==> src/rtl/hidden_spike_aer_sequencer_pkg.sv <==
// Shared constants and state encoding for the hidden-layer AER sequencer.
package hidden_spike_aer_sequencer_pkg;

    localparam int DEF_AER_W = 6;
    localparam int CLASS_W   = 5;
    localparam int FEV_W     = 12;

    typedef logic [2:0] state_t;

    localparam state_t S_IDLE       = 3'd0;
    localparam state_t S_SCAN       = 3'd1;
    localparam state_t S_ISSUE      = 3'd2;
    localparam state_t S_WAIT_DONE  = 3'd3;
    localparam state_t S_STEP_END   = 3'd4;
    localparam state_t S_WIN        = 3'd5;
    localparam state_t S_WAIT_INFER = 3'd6;
    localparam state_t S_REPORT     = 3'd7;

endpackage

==> src/rtl/hidden_spike_aer_sequencer_if.sv <==
// Vector intake, AER event and winner handshake bundle between the hidden layer, sequencer and accumulator.
interface hidden_spike_aer_sequencer_if
    import hidden_spike_aer_sequencer_pkg::*;
#(
    parameter int NUM_HIDDEN = 64,
    parameter int AER_W      = DEF_AER_W
);
    logic                  vec_valid;
    logic [NUM_HIDDEN-1:0] vec_data;
    logic                  vec_ready;
    logic                  spike_in;
    logic [AER_W-1:0]      spike_AER;
    logic                  spike_done;
    logic                  get_winner;
    logic                  infer_ready;
    logic [CLASS_W-1:0]    winner_id;
    logic                  class_valid;
    logic [CLASS_W-1:0]    class_id;
    logic [FEV_W-1:0]      frame_events;

    modport master (
        output vec_valid, vec_data, spike_done, infer_ready, winner_id,
        input  vec_ready, spike_in, spike_AER, get_winner, class_valid, class_id, frame_events
    );

    modport slave (
        input  vec_valid, vec_data, spike_done, infer_ready, winner_id,
        output vec_ready, spike_in, spike_AER, get_winner, class_valid, class_id, frame_events
    );
endinterface

==> src/rtl/hidden_spike_aer_sequencer_lowest_set_bit_enc.sv <==
// Combinational priority encoder: index of the lowest set bit plus an any-set flag.
module lowest_set_bit_enc #(
    parameter int N = 64,
    parameter int W = (N > 1) ? $clog2(N) : 1
) (
    input  logic [N-1:0] vec,
    output logic [W-1:0] idx,
    output logic         any
);
    always_comb begin
        idx = '0;
        for (int i = N - 1; i >= 0; i--) begin
            if (vec[i]) idx = W'(i);
        end
        any = |vec;
    end
endmodule

==> src/rtl/hidden_spike_aer_sequencer.sv <==
// Serialises one hidden spike vector per timestep into AER events and fetches the frame winner.
//   state      | meaning
//   IDLE       | ready for the next timestep vector
//   SCAN       | pick lowest pending neuron, or finish the step
//   ISSUE      | one-cycle spike_in pulse
//   WAIT_DONE  | hold address until accumulator spike_done
//   STEP_END   | advance timestep, or end frame
//   WIN        | one-cycle get_winner pulse
//   WAIT_INFER | wait for infer_ready, latch winner_id
//   REPORT     | schedule class_valid
module hidden_spike_aer_sequencer
    import hidden_spike_aer_sequencer_pkg::*;
#(
    parameter int NUM_HIDDEN = 64,
    parameter int AER_W      = DEF_AER_W,
    parameter int NUM_STEPS  = 8
) (
    input logic clk,
    input logic rst_n,
    hidden_spike_aer_sequencer_if.slave bus
);
    localparam int STEP_W = (NUM_STEPS > 1) ? $clog2(NUM_STEPS) : 1;
    localparam logic [STEP_W-1:0] LAST_STEP = STEP_W'(NUM_STEPS - 1);

    state_t                state, state_nxt;
    logic [NUM_HIDDEN-1:0] pending;
    logic [STEP_W-1:0]     step_cnt;
    logic [AER_W-1:0]      enc_idx;
    logic                  enc_any;
    logic [AER_W-1:0]      spike_aer_q;
    logic [FEV_W-1:0]      frame_events_q;
    logic [CLASS_W-1:0]    class_id_q;
    logic                  class_valid_q;

    lowest_set_bit_enc #(.N(NUM_HIDDEN), .W(AER_W)) u_enc (
        .vec (pending),
        .idx (enc_idx),
        .any (enc_any)
    );

    always_comb begin
        state_nxt = state;
        case (state)
            S_IDLE:       if (bus.vec_valid) state_nxt = S_SCAN;
            S_SCAN:       state_nxt = enc_any ? S_ISSUE : S_STEP_END;
            S_ISSUE:      state_nxt = S_WAIT_DONE;
            S_WAIT_DONE:  if (bus.spike_done) state_nxt = S_SCAN;
            S_STEP_END:   state_nxt = (step_cnt == LAST_STEP) ? S_WIN : S_IDLE;
            S_WIN:        state_nxt = S_WAIT_INFER;
            S_WAIT_INFER: if (bus.infer_ready) state_nxt = S_REPORT;
            S_REPORT:     state_nxt = S_IDLE;
            default:      state_nxt = S_IDLE;
        endcase
    end

    always_ff @(posedge clk or negedge rst_n) begin
        if (!rst_n) begin
            state          <= S_IDLE;
            pending        <= '0;
            step_cnt       <= '0;
            spike_aer_q    <= '0;
            frame_events_q <= '0;
            class_id_q     <= '0;
            class_valid_q  <= 1'b0;
        end else begin
            state         <= state_nxt;
            // registered so class_valid lands two cycles after infer_ready
            class_valid_q <= (state == S_REPORT);
            case (state)
                S_IDLE: begin
                    if (bus.vec_valid) begin
                        pending <= bus.vec_data;
                        if (step_cnt == '0) frame_events_q <= '0;
                    end
                end
                S_SCAN: begin
                    if (enc_any) begin
                        spike_aer_q <= enc_idx;
                        pending     <= pending & (pending - NUM_HIDDEN'(1));
                    end
                end
                S_ISSUE: begin
                    if (frame_events_q != '1) frame_events_q <= frame_events_q + FEV_W'(1);
                end
                S_STEP_END: begin
                    step_cnt <= (step_cnt == LAST_STEP) ? '0 : step_cnt + STEP_W'(1);
                end
                S_WAIT_INFER: begin
                    if (bus.infer_ready) class_id_q <= bus.winner_id;
                end
                default: ;
            endcase
        end
    end

    assign bus.vec_ready    = (state == S_IDLE);
    assign bus.spike_in     = (state == S_ISSUE);
    assign bus.get_winner   = (state == S_WIN);
    assign bus.spike_AER    = spike_aer_q;
    assign bus.class_valid  = class_valid_q;
    assign bus.class_id     = class_id_q;
    assign bus.frame_events = frame_events_q;

endmodule

==> src/flat_wrapper.sv <==
// flat-port wrapper written by rule: the top's interface ports become plain ports
module hidden_spike_aer_sequencer_flat import hidden_spike_aer_sequencer_pkg::*;
#(
    parameter int NUM_HIDDEN = 64,
    parameter int AER_W      = DEF_AER_W,
    parameter int NUM_STEPS  = 8
)
  (clk, rst_n, bus_vec_valid, bus_vec_data, bus_spike_done, bus_infer_ready, bus_winner_id, bus_vec_ready, bus_spike_in, bus_spike_AER, bus_get_winner, bus_class_valid, bus_class_id, bus_frame_events);
  hidden_spike_aer_sequencer_if #(.NUM_HIDDEN(NUM_HIDDEN), .AER_W(AER_W)) bus_i ();
  input logic clk;
  input logic rst_n;
  input wire logic [$bits(bus_i.vec_valid)-1:0] bus_vec_valid;
  input wire logic [$bits(bus_i.vec_data)-1:0] bus_vec_data;
  input wire logic [$bits(bus_i.spike_done)-1:0] bus_spike_done;
  input wire logic [$bits(bus_i.infer_ready)-1:0] bus_infer_ready;
  input wire logic [$bits(bus_i.winner_id)-1:0] bus_winner_id;
  output wire logic [$bits(bus_i.vec_ready)-1:0] bus_vec_ready;
  output wire logic [$bits(bus_i.spike_in)-1:0] bus_spike_in;
  output wire logic [$bits(bus_i.spike_AER)-1:0] bus_spike_AER;
  output wire logic [$bits(bus_i.get_winner)-1:0] bus_get_winner;
  output wire logic [$bits(bus_i.class_valid)-1:0] bus_class_valid;
  output wire logic [$bits(bus_i.class_id)-1:0] bus_class_id;
  output wire logic [$bits(bus_i.frame_events)-1:0] bus_frame_events;
  assign bus_i.vec_valid = bus_vec_valid;
  assign bus_i.vec_data = bus_vec_data;
  assign bus_i.spike_done = bus_spike_done;
  assign bus_i.infer_ready = bus_infer_ready;
  assign bus_i.winner_id = bus_winner_id;
  assign bus_vec_ready = bus_i.vec_ready;
  assign bus_spike_in = bus_i.spike_in;
  assign bus_spike_AER = bus_i.spike_AER;
  assign bus_get_winner = bus_i.get_winner;
  assign bus_class_valid = bus_i.class_valid;
  assign bus_class_id = bus_i.class_id;
  assign bus_frame_events = bus_i.frame_events;
  hidden_spike_aer_sequencer #(.NUM_HIDDEN(NUM_HIDDEN), .AER_W(AER_W), .NUM_STEPS(NUM_STEPS)) u_core (.clk(clk), .rst_n(rst_n), .bus(bus_i));
endmodule
==> config.mk <==
export PLATFORM = sky130hd
export DESIGN_NAME = hidden_spike_aer_sequencer_flat
export DESIGN_NICKNAME = d
export VERILOG_FILES = /design/src/rtl/hidden_spike_aer_sequencer_pkg.sv /design/src/rtl/hidden_spike_aer_sequencer_if.sv /design/src/rtl/hidden_spike_aer_sequencer_lowest_set_bit_enc.sv /design/src/rtl/hidden_spike_aer_sequencer.sv /design/src/flat_wrapper.sv
export SDC_FILE = /design/constraint.sdc
export NUM_CORES = 1
export LEC_CHECK = 0
export BUFFER_PORTS_ARGS = -buffer_cell sky130_fd_sc_hd__buf_2
export CAP_MARGIN = 20
export CELL_PAD_IN_SITES_DETAIL_PLACEMENT = 0
export CELL_PAD_IN_SITES_GLOBAL_PLACEMENT = 2
export CORE_ASPECT_RATIO = 1.25
export CORE_MARGIN = 1.5
export CORE_UTILIZATION = 32
export DETAILED_ROUTE_END_ITERATION = 8
export HOLD_SLACK_MARGIN = 0.15
export PLACE_DENSITY = 0.88
export SETUP_SLACK_MARGIN = 0.15
export SYNTH_ARGS = -nofsm -noshare
export SYNTH_HDL_FRONTEND = slang
export SYNTH_SLANG_ARGS = --single-unit
==> constraint.sdc <==
create_clock -name clk -period 3 [get_ports clk]
set_clock_uncertainty 0.05 [all_clocks]
set_input_delay 0.15 -clock clk [delete_from_list [all_inputs] [get_ports clk]]
set_output_delay 0.15 -clock clk [all_outputs]
set_load 0.1 [all_outputs]
==> Yosys cells after proc, flatten, opt, wreduce, memory -nomap -nowiden <==
Index checks and enable logic that the tools add are counted.
{ "op_classes": {"addsub": 3, "n_mux": 78, "n_reduce_logical": 10, "n_eq_ne": 15, "bitwise": 1} }
{ "ops": {"columns": ["op", "count"], "rows": [
  ["6-bit 2-to-1 mux", 64],
  ["64-bit 2-to-1 mux", 2],
  ["64-bit one-hot mux with 2 select lines", 1],
  ["64-bit AND", 1],
  ["64-bit OR reduction", 1],
  ["64-bit by 1-bit subtractor with 64-bit output, second input constant", 1],
  ["12-bit 2-to-1 mux", 3],
  ["12-bit one-hot mux with 2 select lines", 1],
  ["3-bit one-hot mux with 8 select lines", 1],
  ["3-bit 2-to-1 mux", 6],
  ["3-bit == test, second input constant", 5],
  ["12-bit by 1-bit adder with 12-bit output, second input constant", 1],
  ["12-bit != test, second input constant", 1],
  ["3-bit by 2-bit == test with 1-bit output, second input constant", 2],
  ["3-bit zero test", 2],
  ["2-bit by 1-bit != test with 1-bit output, second input constant", 3],
  ["2-bit != test, second input constant", 3],
  ["3-bit AND reduction", 2],
  ["2-bit AND reduction", 2],
  ["4-bit AND reduction", 1],
  ["2-bit nonzero test", 2],
  ["3-bit by 1-bit adder with 3-bit output, second input constant", 1],
  ["3-bit by 1-bit == test with 1-bit output, second input constant", 1]
]} }
{ "totals": {"output_inout_bits": 27, "ff_bits": 94, "inputBits": 74} }

==> Logic depth before layout (Yosys ltp) <==
{ "logic_depth": {"word_depth": 64, "depth_mapped": 9, "mapped_depth_nobuf": 7} }

==> Hierarchy <==
Synthesis repeated with hierarchy kept, for this count alone.
{ "unflattened": {"cells_unflattened": 657, "hier_area_um2": 5759.3} }
{ "by_module_without_submodules": {"columns": ["module", "cells_each", "area_each_um2", "instances"], "rows": [
  ["hidden_spike_aer_sequencer", 512, 4872.2, 1],
  ["lowest_set_bit_enc", 145, 887.1, 1]
]} }

==> Least setup slack after synthesis <==
OpenSTA, ideal clock, no wires.
{ "synth_timing": {"kind": "reg2reg", "start": "register u_core.state[1]", "end": "register u_core.frame_events_q[5], in the netlist u_core.bus.frame_events[5]", "synth_period_minus_slack_ns": 4.178, "setup_ns": 0.074, "setup_slack_ns": -1.178, "path_stages_with_launch": 9, "t_arrival_ns": 4.054, "t_required_ns": 2.876, "path_cell_list": "dfrtp_1 > clkbuf_1 > nor3b_1 > o41a_1 > clkbuf_1 > and3_1 > nand4_1 > xor2_1 > nor2_1"} }
{ "synth_via": {"elab_chain_cells": 3, "word_cells_on_any_way": 8} }
{ "synth_rtl": {"columns": ["element", "line_no", "text"], "rows": [
  ["start, declared", "hidden_spike_aer_sequencer.sv:25", "state_t state, state_nxt;"],
  ["start signal, assigned", "hidden_spike_aer_sequencer.sv:66", "state <= state_nxt;"],
  ["3-bit by 2-bit == test with 1-bit output (*)", null, null],
  ["named net bus_spike_in", "flat_wrapper.sv:18", "output wire logic [$bits(bus_i.spike_in)-1:0] bus_spike_in;"],
  ["2-bit by 1-bit != test with 1-bit output (no source line) / 2-bit nonzero test (equally long branches)", null, null],
  ["4-bit AND reduction (no source line)", null, null],
  ["end signal, assigned", "hidden_spike_aer_sequencer.sv:83", "if (frame_events_q != '1) frame_events_q <= frame_events_q + FEV_W'(1);"],
  ["end, declared", "hidden_spike_aer_sequencer.sv:31", "logic [FEV_W-1:0] frame_events_q;"]
]} }
The timed path passes the listed nets; every way through them passes the cells marked *.
A chain may end at the register's enable or synchronous reset.

==> Worst setup path in the final report <==
{ "layout_timing": {"start": "register u_core.pending[13]", "end": "register u_core.pending[57]"} }
{ "layout_via": {"elab_chain_cells": 4, "word_cells_on_any_way": 7} }
{ "layout_rtl": {"columns": ["element", "line_no", "text"], "rows": [
  ["start, declared", "hidden_spike_aer_sequencer.sv:26", "logic [NUM_HIDDEN-1:0] pending;"],
  ["start signal, assigned", "hidden_spike_aer_sequencer.sv:72", "pending <= bus.vec_data;"],
  ["start signal, assigned", "hidden_spike_aer_sequencer.sv:79", "pending <= pending & (pending - NUM_HIDDEN'(1));"],
  ["64-bit by 1-bit subtractor with 64-bit output", "hidden_spike_aer_sequencer.sv:79", null],
  ["64-bit AND", "hidden_spike_aer_sequencer.sv:79", null],
  ["64-bit 2-to-1 mux", "hidden_spike_aer_sequencer.sv:77", "if (enc_any) begin"],
  ["64-bit one-hot mux with 2 select lines", "hidden_spike_aer_sequencer.sv:69", "case (state)"]
]} }
Several ways; a longest one is shown, not always the timed one. The select of a mux whose other input is x is not followed.

==> flow_summary.toml <==
[critical_path]
required_ns = 3.17
worst_ep_arrival_time_ns = 2.94
crit_type = "flip-flop to flip-flop"
startpoint_type = "flip-flop"
crit_path_end_kind = "flip-flop"
path_max_fanout = 6

[cts]
htree_levels = 3
cts_tree = "yes"
cts.clk_slew.worst_paths_ns = 0.07
root_buffer = "clkbuf_16"
clk_latency_ns = 0.35
clockBufferDepth = 2
cts_made_buffers = 9
cts_num_sinks = 94

[global_routing]
overflow = 0
grt_max_degree = 73
grt_first_pass_wirelength_mm = 32.4
grt_pass1_vias = 6178
gr-usage-all-layers_pct = 22.9
grt_antenna_before_repair = 0

[sta]
min_period_ns = 2.77
slew_violations = 0
relSlewSlack_pct = 36.7
rsz0062_at_grt = "true"
worst_slew_pin_slew_ns = 0.950
setup-violations-final = 0
hold_viol_final = 0
max_clock_freq_mhz = 361
period_share_pct = 92.4
fin_setup_tns_ns = 0

[placed_design]
placed_cell_area_um2 = 6660
io_buffers = 100
gp_congestion = 0.939
post-dp-hpwl_mm = 15.2

[logic_synthesis]
synth_cell_types = 66
synth_top_area_share_pct = 41.9
synth_top_area_cell = "dfrtp_1"
synth-seq-area-share_pct = 41.9
synth_edf_count = 0
syn-cell-area_um2 = 5620
synthTopCellsByArea = "dfrtp_1 (42%), nand2_1 (7.1%), o21ai_0 (4.3%)"
ys_ff_latch = 94
ys_warn_count = 0
ys.flop_type = "dfrtp_1"
synth_area_per_cell_um2 = 8.59
synthesis.nets = 732
synth-async-reset-ratio_pct = 100
synthCells = 654

[die]
num_rows = 54
io_pins = 101
core_area_um2 = 17300
die_width_um = 122
initial_utilization_pct = 32.5
die-area_um2 = 18400
die_h_um = 151

[power_and_ir_drop]
switchingPower_w = 0.00393
p_per_area_nw_per_um2 = 995
report.power.total_w = 0.00768
peakVddDrop_uv = 431
p_int_w = 0.00376
p_comb_share_pct = 54.1
clockPowerShare_pct = 14.6
p_leak_nw = 3.35
p_sw_share_pct = 51.1
p_seq_share_pct = 31.3

[drt]
drt-vias-per-instance = 5.69
wl_mm = 20.5
drtIter0Drc = 458
drc = 0
wire_per_inst_um = 19.0
dr.pass1.iters = 5
ant_nets = 0
num_vias = 6146

[final_layout]
n_fill_cell = 1808
multi_input_area_um2 = 3120
area_growth_pct = 37.4
diodes = 0
drive_gt1_share_pct = 23.4
fin_util_pct = 44.6
regArea_um2 = 2350
layout.nets = 929
final_cell_area_um2 = 7720

[min_path]
hold_class = "input port to async pin"

[run_status]
status = "finished clean"

[run]
drv_cap = 0
==> metrics by stage <==
step	setup WS (ns)	instances	hold WS (ns)
6_report	0.228	1080	0.437
5_1_grt	0.134	1080	0.481
4_1_cts	0.153	1080	0.438
3_5_place_dp	0.163	991	0.295
3_3_place_gp	0.240	990	0.290
2_1_floorplan	0.342	654	-0.196
==> flip-flops by register name (all words and copies together), names as in the netlist <==
name and count:
u_core.bus.class_valid 1, u_core.state 3, u_core.pending 64, u_core.bus.spike_AER 6, u_core.bus.class_id 5, u_core.bus.frame_events 12
u_core.step_cnt 3
==> cell type report <==
class	count	share of cell area, %
clock buffers	10	3.10
clock inverters	6	0.616
inverters	16	0.778
repair buffers	224	21.0
well taps	224	3.63
multi-input cells	506	40.4
flip-flops and latches	94	30.5
==> repair_timing <==
action,4_1_cts,5_1_grt
hold endpoints to repair,141,0
resized for setup,0,5
endpoints found under the setup margin,0,15
hold buffers,73,0
setup buffers,0,0
==> metal layers <==
metal  global-route usage, %  vias up  part of all wire (%)
met5                       0        -                     0
met4                    11.6        0                   4.6
met3                    3.73       69                   5.5
met2                    40.5      276                    50
met1                    26.8     2962                    40
li1                        -     2839                     -
==> cell usage in the layout, fill, tap and decap left out, types with 5 or more instances in the layout <==
master | synthesis | routed
o311ai_0 | 14 | 14
nand4_1 | 10 | 10
buf_2 | 3 | 99
nor3_1 | 28 | 26
nand2_1 | 107 | 107
a22oi_1 | 10 | 10
or4_1 | 14 | 14
clkbuf_16 | 0 | 9
nor2_1 | 56 | 56
mux2_2 | 7 | 7
nor4_2 | 6 | 6
xor2_1 | 7 | 7
dfrtp_1 | 94 | 94
a21oi_1 | 27 | 27
dlygate4sd3_1 | 0 | 73
o211ai_1 | 8 | 8
inv_1 | 16 | 16
a22o_1 | 14 | 14
buf_4 | 1 | 51
nor4_1 | 25 | 23
o311a_1 | 5 | 5
o21ai_1 | 11 | 11
a221o_1 | 6 | 6
o21ai_0 | 48 | 48
nand3_1 | 18 | 18
==> synth_stat cells (6+ instances only) <==
cell type	number
nor3_1	28
nand2_1	107
inv_1	16
a221o_1	6
a22oi_1	10
nor3b_1	6
nand4_1	10
o21ai_0	48
clkbuf_1	32
nor4_1	25
nand3_1	18
mux2_2	7
nor2_1	56
a22o_1	14
o311ai_0	14
or4_1	14
o211ai_1	8
dfrtp_1	94
o21ai_1	11
xor2_1	7
nor4_2	6
a21oi_1	27
==> power by group through the flow <==
| stage | logic (W) | registers, W | clock network (W) |
|---|---|---|---|
| after floorplan | 0.00219 | 0.00279 | 0 |
| after global placement | 0.00398 | 0.00236 | 0 |
| after detailed placement | 0.00400 | 0.00238 | 0 |
| after CTS | 0.00410 | 0.00236 | 0.00115 |
| after global routing | 0.00448 | 0.00247 | 0.00121 |
| final | 0.00416 | 0.00240 | 0.00112 |
==> cells by family after synthesis <==
kind of cell | synth area share, %
xor+xnor | 1.56
buf+inv | 3.90
flops | 41.9
simple gates | 27.4
fa+ha+maj | 0.891
compound gates | 22.9
mux | 1.58
==> worst paths after layout <==
| kind | start | end | slack (ns) | cells past startpoint |
|---|---|---|---|---|
| worst max-delay path | u_core.pending[13] | u_core.pending[57] | 0.23 | 6 |
| worst min-delay path | rst_n | u_core.bus.class_id[0] | 0.44 | 2 |
| worst max register to register | u_core.pending[13] | u_core.pending[57] | 0.23 | 6 |
| worst min register to register | u_core.bus.spike_AER[2] | u_core.bus.spike_AER[2] | 0.44 | 2 |
| max in group asynchronous | rst_n | u_core.pending[18] | 1.68 | 3 |
| min in group clk | u_core.bus.spike_AER[2] | u_core.bus.spike_AER[2] | 0.44 | 2 |
==> worst max-delay path, cell delays in order, from the launching register on <==
cell,delay (ns)
dfrtp_1,0.46
nor4_4,0.39
nand4_4,0.20
or4_1,0.57
or4_1,0.59
nor3_2,0.24
a32oi_1,0.13
(Power assumes the default switching activity.)
